==> src/rtl/rv_pkg.sv <==
// Shared RV core definitions: datapath width, canonical NOP and default reset PC.
// Also provides word alignment of fetch targets.
package rv_pkg;

  localparam int unsigned XLEN = 32;
  localparam logic [XLEN-1:0] NOP = 32'h0000_0013;
  localparam logic [XLEN-1:0] DEFAULT_RESET_PC = 32'h0000_0000;

  function automatic logic [XLEN-1:0] word_align(input logic [XLEN-1:0] addr);
    return addr & ~XLEN'(3);
  endfunction

endpackage

==> src/rtl/fetch_unit_if.sv <==
// Fetch-stage boundary signals: execute redirect, imem request/response, decode handoff.
// The master modport is the fetch unit's view of these signals.
interface fetch_unit_if;
  import rv_pkg::*;

  logic            redirect_valid;
  logic [XLEN-1:0] redirect_pc;
  logic            imem_req_valid;
  logic [XLEN-1:0] imem_req_addr;
  logic            imem_req_ready;
  logic            imem_rsp_valid;
  logic [XLEN-1:0] imem_rsp_data;
  logic            if_valid;
  logic [XLEN-1:0] if_instr;
  logic [XLEN-1:0] if_pc;
  logic            id_ready;

  modport master (
    input  redirect_valid, redirect_pc, imem_req_ready, imem_rsp_valid, imem_rsp_data, id_ready,
    output imem_req_valid, imem_req_addr, if_valid, if_instr, if_pc
  );

  modport slave (
    output redirect_valid, redirect_pc, imem_req_ready, imem_rsp_valid, imem_rsp_data, id_ready,
    input  imem_req_valid, imem_req_addr, if_valid, if_instr, if_pc
  );

endinterface

==> src/rtl/fetch_fifo.sv <==
// Synchronous FIFO with flush, used for the instruction queue and the PC-tag FIFO.
// A push to a full FIFO is accepted when a pop happens in the same cycle.
module fetch_fifo #(
  parameter int unsigned WIDTH = 32,
  parameter int unsigned DEPTH = 2
) (
  input  logic                   clk,
  input  logic                   rst_n,
  input  logic                   flush,
  input  logic                   push,
  input  logic [WIDTH-1:0]       push_data,
  input  logic                   pop,
  output logic [WIDTH-1:0]       head,
  output logic                   full,
  output logic                   empty,
  output logic [$clog2(DEPTH):0] count
);

  localparam int unsigned AW = $clog2(DEPTH);

  logic [WIDTH-1:0] mem [DEPTH];
  logic [AW-1:0]    rd_ptr;
  logic [AW-1:0]    wr_ptr;
  logic             do_push;
  logic             do_pop;

  always_comb begin
    full    = (count == (AW+1)'(DEPTH));
    empty   = (count == '0);
    do_pop  = pop && !empty;
    do_push = push && (!full || do_pop);
    head    = mem[rd_ptr];
  end

  always_ff @(posedge clk) begin
    if (!rst_n || flush) begin
      rd_ptr <= '0;
      wr_ptr <= '0;
      count  <= '0;
    end else begin
      if (do_push) wr_ptr <= wr_ptr + AW'(1);
      if (do_pop)  rd_ptr <= rd_ptr + AW'(1);
      count <= count + (AW+1)'(do_push) - (AW+1)'(do_pop);
    end
  end

  always_ff @(posedge clk) begin
    if (do_push && rst_n && !flush) mem[wr_ptr] <= push_data;
  end

endmodule

==> src/rtl/fetch_unit.sv <==
// Instruction fetch: owns the PC, issues in-order imem requests under a credit limit,
// queues returned words with their PCs for decode, and flushes on execute redirects.
module fetch_unit
  import rv_pkg::*;
#(
  parameter logic [XLEN-1:0] RESET_PC = DEFAULT_RESET_PC,
  parameter int unsigned     DEPTH    = 2
) (
  input logic          clk,
  input logic          rst_n,
  fetch_unit_if.master bus
);

  localparam int unsigned CW = $clog2(DEPTH) + 1;

  logic [XLEN-1:0]   pc;
  logic [CW-1:0]     inflight;
  logic [CW-1:0]     drop;
  logic [CW:0]       occupancy;
  logic              redirect;
  logic              rsp;
  logic              issue;
  logic              rsp_keep;
  logic              q_pop;
  logic [2*XLEN-1:0] q_head;
  logic [CW-1:0]     q_count;
  logic              q_full;
  logic              q_empty;
  logic [XLEN-1:0]   tag_head;
  logic [CW-1:0]     tag_count;
  logic              tag_full;
  logic              tag_empty;

  // Credit counts in-flight (including to-be-dropped) plus buffered entries,
  // so a kept response always finds room in the queue.
  always_comb begin
    redirect            = bus.redirect_valid;
    rsp                 = bus.imem_rsp_valid;
    occupancy           = {1'b0, inflight} + {1'b0, q_count};
    bus.imem_req_valid  = rst_n && !redirect && (occupancy < (CW+1)'(DEPTH));
    bus.imem_req_addr   = pc;
    issue               = bus.imem_req_valid && bus.imem_req_ready;
    rsp_keep            = rsp && (drop == '0) && !redirect;
    q_pop               = !q_empty && bus.id_ready && !redirect;
    bus.if_valid        = !q_empty;
    bus.if_instr        = q_empty ? NOP : q_head[XLEN-1:0];
    bus.if_pc           = q_empty ? '0  : q_head[2*XLEN-1:XLEN];
  end

  always_ff @(posedge clk) begin
    if (!rst_n) begin
      pc       <= RESET_PC;
      inflight <= '0;
      drop     <= '0;
    end else if (redirect) begin
      // Every older fetch, including one returning right now, must be discarded.
      pc       <= word_align(bus.redirect_pc);
      inflight <= inflight - CW'(rsp);
      drop     <= inflight - CW'(rsp);
    end else begin
      if (issue) pc <= pc + XLEN'(4);
      inflight <= inflight + CW'(issue) - CW'(rsp);
      if (rsp && (drop != '0)) drop <= drop - CW'(1);
    end
  end

  fetch_fifo #(.WIDTH(2*XLEN), .DEPTH(DEPTH)) u_queue (
    .clk       (clk),
    .rst_n     (rst_n),
    .flush     (redirect),
    .push      (rsp_keep),
    .push_data ({tag_head, bus.imem_rsp_data}),
    .pop       (q_pop),
    .head      (q_head),
    .full      (q_full),
    .empty     (q_empty),
    .count     (q_count)
  );

  fetch_fifo #(.WIDTH(XLEN), .DEPTH(DEPTH)) u_tags (
    .clk       (clk),
    .rst_n     (rst_n),
    .flush     (redirect),
    .push      (issue),
    .push_data (pc),
    .pop       (rsp_keep),
    .head      (tag_head),
    .full      (tag_full),
    .empty     (tag_empty),
    .count     (tag_count)
  );

  a_rsp_without_req:  assert property (@(posedge clk) disable iff (!rst_n) rsp |-> (inflight != '0));
  a_queue_overflow:   assert property (@(posedge clk) disable iff (!rst_n) rsp_keep |-> (!q_full || q_pop));
  a_tag_overflow:     assert property (@(posedge clk) disable iff (!rst_n) issue |-> !tag_full);
  a_tag_underflow:    assert property (@(posedge clk) disable iff (!rst_n) rsp_keep |-> !tag_empty);
  a_tag_consistency:  assert property (@(posedge clk) disable iff (!rst_n) tag_count == (inflight - drop));

endmodule

==> src/flat_wrapper.sv <==
// flat-port wrapper written by rule: the top's interface ports become plain ports
module fetch_unit_flat import rv_pkg::*;
#(
  parameter logic [XLEN-1:0] RESET_PC = DEFAULT_RESET_PC,
  parameter int unsigned     DEPTH    = 2
)
  (clk, rst_n, bus_redirect_valid, bus_redirect_pc, bus_imem_req_ready, bus_imem_rsp_valid, bus_imem_rsp_data, bus_id_ready, bus_imem_req_valid, bus_imem_req_addr, bus_if_valid, bus_if_instr, bus_if_pc);
  fetch_unit_if bus_i ();
  input logic clk;
  input logic rst_n;
  input wire logic [$bits(bus_i.redirect_valid)-1:0] bus_redirect_valid;
  input wire logic [$bits(bus_i.redirect_pc)-1:0] bus_redirect_pc;
  input wire logic [$bits(bus_i.imem_req_ready)-1:0] bus_imem_req_ready;
  input wire logic [$bits(bus_i.imem_rsp_valid)-1:0] bus_imem_rsp_valid;
  input wire logic [$bits(bus_i.imem_rsp_data)-1:0] bus_imem_rsp_data;
  input wire logic [$bits(bus_i.id_ready)-1:0] bus_id_ready;
  output wire logic [$bits(bus_i.imem_req_valid)-1:0] bus_imem_req_valid;
  output wire logic [$bits(bus_i.imem_req_addr)-1:0] bus_imem_req_addr;
  output wire logic [$bits(bus_i.if_valid)-1:0] bus_if_valid;
  output wire logic [$bits(bus_i.if_instr)-1:0] bus_if_instr;
  output wire logic [$bits(bus_i.if_pc)-1:0] bus_if_pc;
  assign bus_i.redirect_valid = bus_redirect_valid;
  assign bus_i.redirect_pc = bus_redirect_pc;
  assign bus_i.imem_req_ready = bus_imem_req_ready;
  assign bus_i.imem_rsp_valid = bus_imem_rsp_valid;
  assign bus_i.imem_rsp_data = bus_imem_rsp_data;
  assign bus_i.id_ready = bus_id_ready;
  assign bus_imem_req_valid = bus_i.imem_req_valid;
  assign bus_imem_req_addr = bus_i.imem_req_addr;
  assign bus_if_valid = bus_i.if_valid;
  assign bus_if_instr = bus_i.if_instr;
  assign bus_if_pc = bus_i.if_pc;
  fetch_unit #(.RESET_PC(RESET_PC), .DEPTH(DEPTH)) u_core (.clk(clk), .rst_n(rst_n), .bus(bus_i));
endmodule
==> config.mk <==
export PLATFORM = sky130hd
export DESIGN_NAME = fetch_unit_flat
export DESIGN_NICKNAME = d
export VERILOG_FILES = /design/src/rtl/rv_pkg.sv /design/src/rtl/fetch_unit_if.sv /design/src/rtl/fetch_fifo.sv /design/src/rtl/fetch_unit.sv /design/src/flat_wrapper.sv
export SDC_FILE = /design/constraint.sdc
export NUM_CORES = 1
export LEC_CHECK = 0
export CAP_MARGIN = 5
export CORE_MARGIN = 4
export CORE_UTILIZATION = 48
export CTS_CLUSTER_SIZE = 14
export DETAILED_ROUTE_END_ITERATION = 7
export GPL_ROUTABILITY_DRIVEN = 0
export PLACE_DENSITY_LB_ADDON = 0.08
export SETUP_SLACK_MARGIN = 0.15
export SYNTH_ARGS = -nofsm -noshare
export SYNTH_HDL_FRONTEND = slang
export SYNTH_SLANG_ARGS = --single-unit
==> constraint.sdc <==
create_clock -name clk -period 4.48 [get_ports clk]
set_input_delay 0.672 -clock clk [delete_from_list [all_inputs] [get_ports clk]]
set_output_delay 0.672 -clock clk [all_outputs]
set_load 0.02 [all_outputs]
# After elaboration in Yosys (flattened, before gate mapping)
# Memories as Yosys holds them, arrays and structs flattened. A register that Yosys moved wholly into a read port is not among the register bits.
# Cells that the tools add are included.
dict set report word_totals {
  register_bits 44
  latch_bits 0
  ram_bits 192
  mem_bits_ro 0
  inputBits 70
  out_inout_bits 98
  wordCells 77
  n_memories 2
}
# memory words width read_ports rd_clocked_by_memory_dff write_ports line_no
set mem_list {}
lappend mem_list {u_core.u_queue.mem 2 64 1 1 1 fetch_fifo.sv:21} ;# logic [WIDTH-1:0] mem [DEPTH];
lappend mem_list {u_core.u_tags.mem 2 32 1 1 1 fetch_fifo.sv:21}
dict set report op_classes {
  n_addsub 14
  n_mul 0
  div 0
  n_lt_le_gt_ge 1
  eq_ne 2
  n_shift 0
  mux 15
  bitwise 1
  n_reduce_logical 32
}
# op count
set op_table {}
lappend op_table {{$mux 32} 4}
lappend op_table {{$add 32x3->32 const B} 1}
lappend op_table {{$logic_and 1x1->1} 16}
lappend op_table {{$mux 1} 8}
lappend op_table {{$sub 2x1->2} 4}
lappend op_table {{$add 2x1->2} 3}
lappend op_table {{$logic_not 1->1} 6}
lappend op_table {{$logic_not 2->1} 3}
lappend op_table {{$mux 2} 3}
lappend op_table {{$reduce_bool 2->1} 3}
lappend op_table {{$add 1x1->1 const B} 4}
lappend op_table {{$eq 2x2->1 const B} 2}
lappend op_table {{$add 2x2->3} 1}
lappend op_table {{$logic_or 1x1->1} 3}
lappend op_table {{$lt 3x2->1 const B} 1}
lappend op_table {{$reduce_or 2->1} 1}
lappend op_table {{$sub 2x1->2 const B} 1}
lappend op_table {{$not 1->1} 1}

# Logic depth before layout (Yosys ltp)
dict set report logic_depth {
  ltp_word 11
  depth_mapped 11
  ltp_nobuf 10
}

# Cells and area by module
# From an unflattened synthesis, not the netlist that was laid out.
dict set report hier_totals {
  hier_cells 718
  hier_area_um2 10050.9
}
# mod n_inst cells_per_inst area_each_um2 seq_area_each_um2
set by_module_without_submodules {}
lappend by_module_without_submodules {{fetch_fifo at u_core.u_queue} 1 231 4852.2 3943.8}
lappend by_module_without_submodules {fetch_unit 1 355 2645.0 680.7}
lappend by_module_without_submodules {{fetch_fifo at u_core.u_tags} 1 132 2553.7 2021.9}

# Worst setup path after synthesis
# Ideal clock, no wire load.
dict set report synth_path {
  path_type {input to register}
  startpoint {input bus_redirect_valid}
  endpoint {memory u_core.u_queue.mem[0][0] (netlist name) (enable)}
  setup_time_ns 0.482
  t_arrival_ns 3.975
  required_time_ns 3.998
  setup_slack_ns 0.023
  cell_stages 5
  path_buffers 1
  path_cell_list {and3b_1 -> clkbuf_1 -> o31a_1 -> nand2_1 -> nor2_1}
}
dict set report synth_between {
  elab_chain_cells 9
  elab_cells_between_ends 10
  cone_classes {mux (2); reduce/logical (8)}
}
# element line_no
set synth_lines {}
lappend synth_lines {{start: declaration} flat_wrapper.sv:11} ;# input wire logic [$bits(bus_i.redirect_valid)-1:0] bus_redirect_valid;
lappend synth_lines {{$logic_not 1->1 (*)} {fetch_fifo.sv:48, fetch_unit.sv:43, fetch_unit.sv:44}}
lappend synth_lines {{$logic_and 1x1->1} fetch_unit.sv:44} ;# q_pop = !q_empty && bus.id_ready && !redirect;
lappend synth_lines {{$logic_and 1x1->1} fetch_fifo.sv:30} ;# do_pop = pop && !empty;
lappend synth_lines {{$logic_or 1x1->1} fetch_fifo.sv:31} ;# do_push = push && (!full || do_pop);
lappend synth_lines {{$logic_and 1x1->1} fetch_fifo.sv:31}
lappend synth_lines {{$logic_and 1x1->1} fetch_fifo.sv:48} ;# if (do_push && rst_n && !flush) mem[wr_ptr] <= push_data;
lappend synth_lines {{$logic_and 1x1->1 (*)} fetch_fifo.sv:48}
lappend synth_lines {{$mux 1 (*)} fetch_fifo.sv:48}
lappend synth_lines {{$mux 1 (implied by the code) (*)} fetch_fifo.sv:48}
lappend synth_lines {{end: declaration} fetch_fifo.sv:21}
# Mark *: on every way between the ends. The rest lies on a longest branch, timed or not.

# Worst setup path in the final report
dict set report layout_path {
  startpoint {register u_core.u_queue.count[1]}
  endpoint {output bus_if_pc[10]}
}
dict set report layout_between {
  elab_chain_cells 2
}
# element line_no
set layout_lines {}
lappend layout_lines {{start: declaration} fetch_fifo.sv:16} ;# output logic [$clog2(DEPTH):0] count
lappend layout_lines {{start signal: assignment} fetch_fifo.sv:43} ;# count <= count + (AW+1)'(do_push) - (AW+1)'(do_pop);
lappend layout_lines {{$logic_not 2->1} fetch_fifo.sv:29} ;# empty = (count == '0);
lappend layout_lines {{$mux 32} fetch_unit.sv:47} ;# bus.if_pc = q_empty ? '0 : q_head[2*XLEN-1:XLEN];
lappend layout_lines {{end: declaration} flat_wrapper.sv:21} ;# output wire logic [$bits(bus_i.if_pc)-1:0] bus_if_pc;
# Every way passes these cells.

==> impl_summary.txt <==
----------------------------------------------------
[Run status]
  Status ... finished clean

[STA]
  Number of hold violations in the final report ... 0
  Post-layout minimum cycle time ... 3.33 ns
  Slew Viols, Final ... 0
  Setup repair after global routing missed its margin ... no
  Final setup fails ... 0
  Transition time at the pin with the least slew margin ... 1.16 ns
  Worst Skew ... 0.00999 ns
  Final Cycle Share ... 74.4%
  Max Freq ... 300 MHz
  Fin Setup TNS ... 0 ns
  Setup slack after layout ... 1.15 ns
  Max_slew headroom ... 22.8%

[Job]
  Max Cap Viol ... 0

[Floorplan]
  Std-Cell Core Area ... 19000 µm²
  DIE HEIGHT ... 148 µm
  I/O pins ... 168
  Die width ... 148 µm
  Row cnt ... 50
  Effective utilization at floorplan ... 49.6%
  Die outline area ... 21900 µm²

[Final layout]
  Post-layout utilization of the core ... 64.1%
  Number of antenna diodes ... 0
  Share of cells above drive strength 1 ... 10.5%
  Synthesis-to-layout area growth ... 29.3%
  Final net count ... 916
  Final-layout fill cell count ... 1424

[Yosys]
  Number of enable-type register cells in the synthesized netlist ... 184
  Top cell types by occurrence after synthesis ... sky130_fd_sc_hd__edfxtp_1 (184), sky130_fd_sc_hd__nor2_1 (72), sky130_fd_sc_hd__mux2i_1 (63)
  Synth Warn # ... 0
  Avg Cell Area, Syn ... 13.8 µm²
  Area fraction of the dominant cell type after synthesis ... 58.8%
  Fraction of registers with async set/reset ... 0%
  Post-Synthesis Cell Area ... 9400 µm²
  Most used flip-flop cell after synthesis ... sky130_fd_sc_hd__edfxtp_1
  Post-synthesis register bit count ... 228
  Most used standard cell by instance count after synthesis ... sky130_fd_sc_hd__edfxtp_1
  Cells after synthesis ... 680
  Leading post-synthesis cells by cell area ... sky130_fd_sc_hd__edfxtp_1 (59%), sky130_fd_sc_hd__dfxtp_1 (9.4%), sky130_fd_sc_hd__mux2i_1 (6.7%)
  Cell type contributing the most total cell area after synthesis ... sky130_fd_sc_hd__edfxtp_1
  Sequential-to-total area share from yosys stat ... 68.1%
  Count of cell types in the netlist ... 50

[Clocking]
  Clock slew seen by the registers of the worst setup and hold paths ... 0.06 ns
  Clock buffer depth ... 3
  CTS Hold Buffers Added ... 0
  Max H-tree Level ... 1
  Root buf cell ... sky130_fd_sc_hd__clkbuf_16
  Num Clock Sinks ... 228
  Setup Fix Bufs, Post-CTS ... 0
  TritonCTS clock tree ... done
  Clock latency on the worst-skew pair ... 0.50 ns
  Number of buffers created by CTS ... 24
  Post-CTS Resized ... 0

[Worst setup path]
  CP Data Arrival Time ... 2.66 ns
  Crit end category ... output port
  Crit Path Class ... flop to output port
  CP startpoint kind ... flop
  CP max FO ... 34
  Endpoint required time on the critical path ... 3.81 ns

[Routing]
  Total wire length after detailed routing ... 20700 µm
  Avg Vias per Cell ... 5.35
  Total iterations of the first detailed-routing run ... 5
  Final routed DRC violation total ... 0
  Via count ... 5974
  DR WL/cell ... 18.5 µm
  Number of design-rule violations left by the first detailed-router iteration ... 294
  DRT antenna net count ... 0

[GRT]
  GR met2 Demand/Resource ... 33.4%
  Total congestion overflow ... 0
  Number of antenna violations at the first check in global routing ... 0
  Largest net degree at the start of global routing ... 63
  Met3 Use GR ... 3.19%
  Met1 Resource Use GR ... 24.1%
  Routing layer with the top usage in global route ... met2
  Via count of the first global-routing pass ... 6138
  Global-route wire length before repair ... 32900 µm
  GRT Util Overall ... 18.7%

[Pwr]
  IR Drop Worst-Case VDD ... 0.359 mV
  Leakage power ... 3.97 nW
  Power density cells ... 394 nW/µm²

[Min path]
  Hold/Removal Path Class ... flop to flop

[Placed design]
  Count of input and output buffers ... 161
  Dpl ws ... 1.14 ns
  HPWL reported at the end of detailed placement ... 13400 µm

----------------------------------------------------
[cell type report]
type	instances	area, µm²	area share, %
Tap cell	260	325	2.68
Clock inverter	15	153	1.26
Timing Repair Buffer	172	1740	14.3
Sequential cell	228	6410	52.7
Clock buffer	29	661	5.44
Inverter	11	41.3	0.340
Multi-Input combinational cell	402	2820	23.2
[where the power goes]
| part | total (mW) | switching [mW] | internal (mW) |
|---|---|---|---|
| Clock | 1.99 | 0.766 | 1.22 |
| Combinational | 0.386 | 0.197 | 0.189 |
| Sequential | 2.41 | 0.0614 | 2.35 |
[metrics by stage]
step / hold WS, ns / total power, mW / std cells / instance area, µm²
floorplan: 0.472 / 2.64 / 683 / 9420
global placement: 0.485 / 2.83 / 1072 / 11300
detailed placement: 0.495 / 2.84 / 1072 / 11300
CTS: 0.511 / 4.83 / 1116 / 12100
global route: 0.535 / 4.96 / 1117 / 12200
finish: 0.504 / 4.79 / 1117 / 12200
[final timing paths]
check | from | to | slack, ns | cells after the start
worst max-delay path | u_core.u_queue.count[1] | bus_if_pc[10] | 1.15 | 4
worst min-delay path | u_core.u_queue.rd_ptr | u_core.u_queue.rd_ptr | 0.50 | 2
worst max register to register | u_core.u_queue.count[0] | u_core.bus.imem_req_addr[19] | 1.49 | 6
worst min register to register | u_core.u_queue.rd_ptr | u_core.u_queue.rd_ptr | 0.50 | 2
[registers in the layout, indices dropped and copies added (netlist names), named ones only]
signal / count
u_core.u_tags.count: 2
u_core.bus.imem_req_addr: 30
u_core.u_queue.mem: 124
u_core.u_queue.count: 2
u_core.u_tags.wr_ptr: 1
u_core.u_tags.rd_ptr: 1
u_core.inflight: 2
u_core.drop: 2
u_core.u_tags.mem: 60
u_core.u_queue.rd_ptr: 1
u_core.u_queue.wr_ptr: 1
[cell families after synthesis]
| family | count (synthesis) | share of synthesized area, % |
|---|---|---|
| other | 1 | 0.0399 |
| buffers and inverters | 53 | 2.32 |
| AO/OA/AOI/OAI | 76 | 5.66 |
| XOR/XNOR | 20 | 1.86 |
| flip-flops | 228 | 68.1 |
| AND/OR/NAND/NOR | 202 | 10.7 |
| adder cells (fa/ha/maj) | 7 | 1.01 |
| multiplexers | 93 | 10.3 |
[worst max-delay path, stage by stage (launching register included)]
cell and delay, ns:
sky130_fd_sc_hd__dfxtp_1 0.38, sky130_fd_sc_hd__nor2_4 0.59, sky130_fd_sc_hd__buf_4 0.49, sky130_fd_sc_hd__nor2_1 0.11, sky130_fd_sc_hd__clkdlybuf4s50_1 0.57
[per-layer routing]
metal  part of all wire (%)  wire length, µm  up-vias
li1                       -                -     2864
met2                     51            10500      199
met1                     42             8750     2888
met3                    5.8             1200       23
met5                      0                0        -
met4                    1.1              222        0
[cells in the final DEF (no fill, tap or decap), types with 5 or more instances in the layout]
cell type,Yosys,final
sky130_fd_sc_hd__a21oi_1,9,9
sky130_fd_sc_hd__a31oi_1,7,7
sky130_fd_sc_hd__and2_1,5,5
sky130_fd_sc_hd__buf_4,4,8
sky130_fd_sc_hd__clkbuf_16,0,25
sky130_fd_sc_hd__clkdlybuf4s50_1,0,161
sky130_fd_sc_hd__clkinv_2,0,5
sky130_fd_sc_hd__dfxtp_1,44,43
sky130_fd_sc_hd__edfxtp_1,184,184
sky130_fd_sc_hd__ha_1,6,6
sky130_fd_sc_hd__inv_1,11,11
sky130_fd_sc_hd__mux2_2,30,30
sky130_fd_sc_hd__mux2i_1,63,63
sky130_fd_sc_hd__nand2_1,34,34
sky130_fd_sc_hd__nand2b_1,9,9
sky130_fd_sc_hd__nand3_1,15,15
sky130_fd_sc_hd__nand4_1,13,13
sky130_fd_sc_hd__nor2_1,72,70
sky130_fd_sc_hd__nor3_1,14,13
sky130_fd_sc_hd__nor4_1,7,7
sky130_fd_sc_hd__o211a_1,8,8
sky130_fd_sc_hd__o21ai_0,25,25
sky130_fd_sc_hd__o311a_1,7,7
sky130_fd_sc_hd__or3_1,8,8
sky130_fd_sc_hd__or4_1,8,8
sky130_fd_sc_hd__xnor2_1,15,15
sky130_fd_sc_hd__xor2_1,5,5
Note: power is estimated with default switching activity, not from simulation.
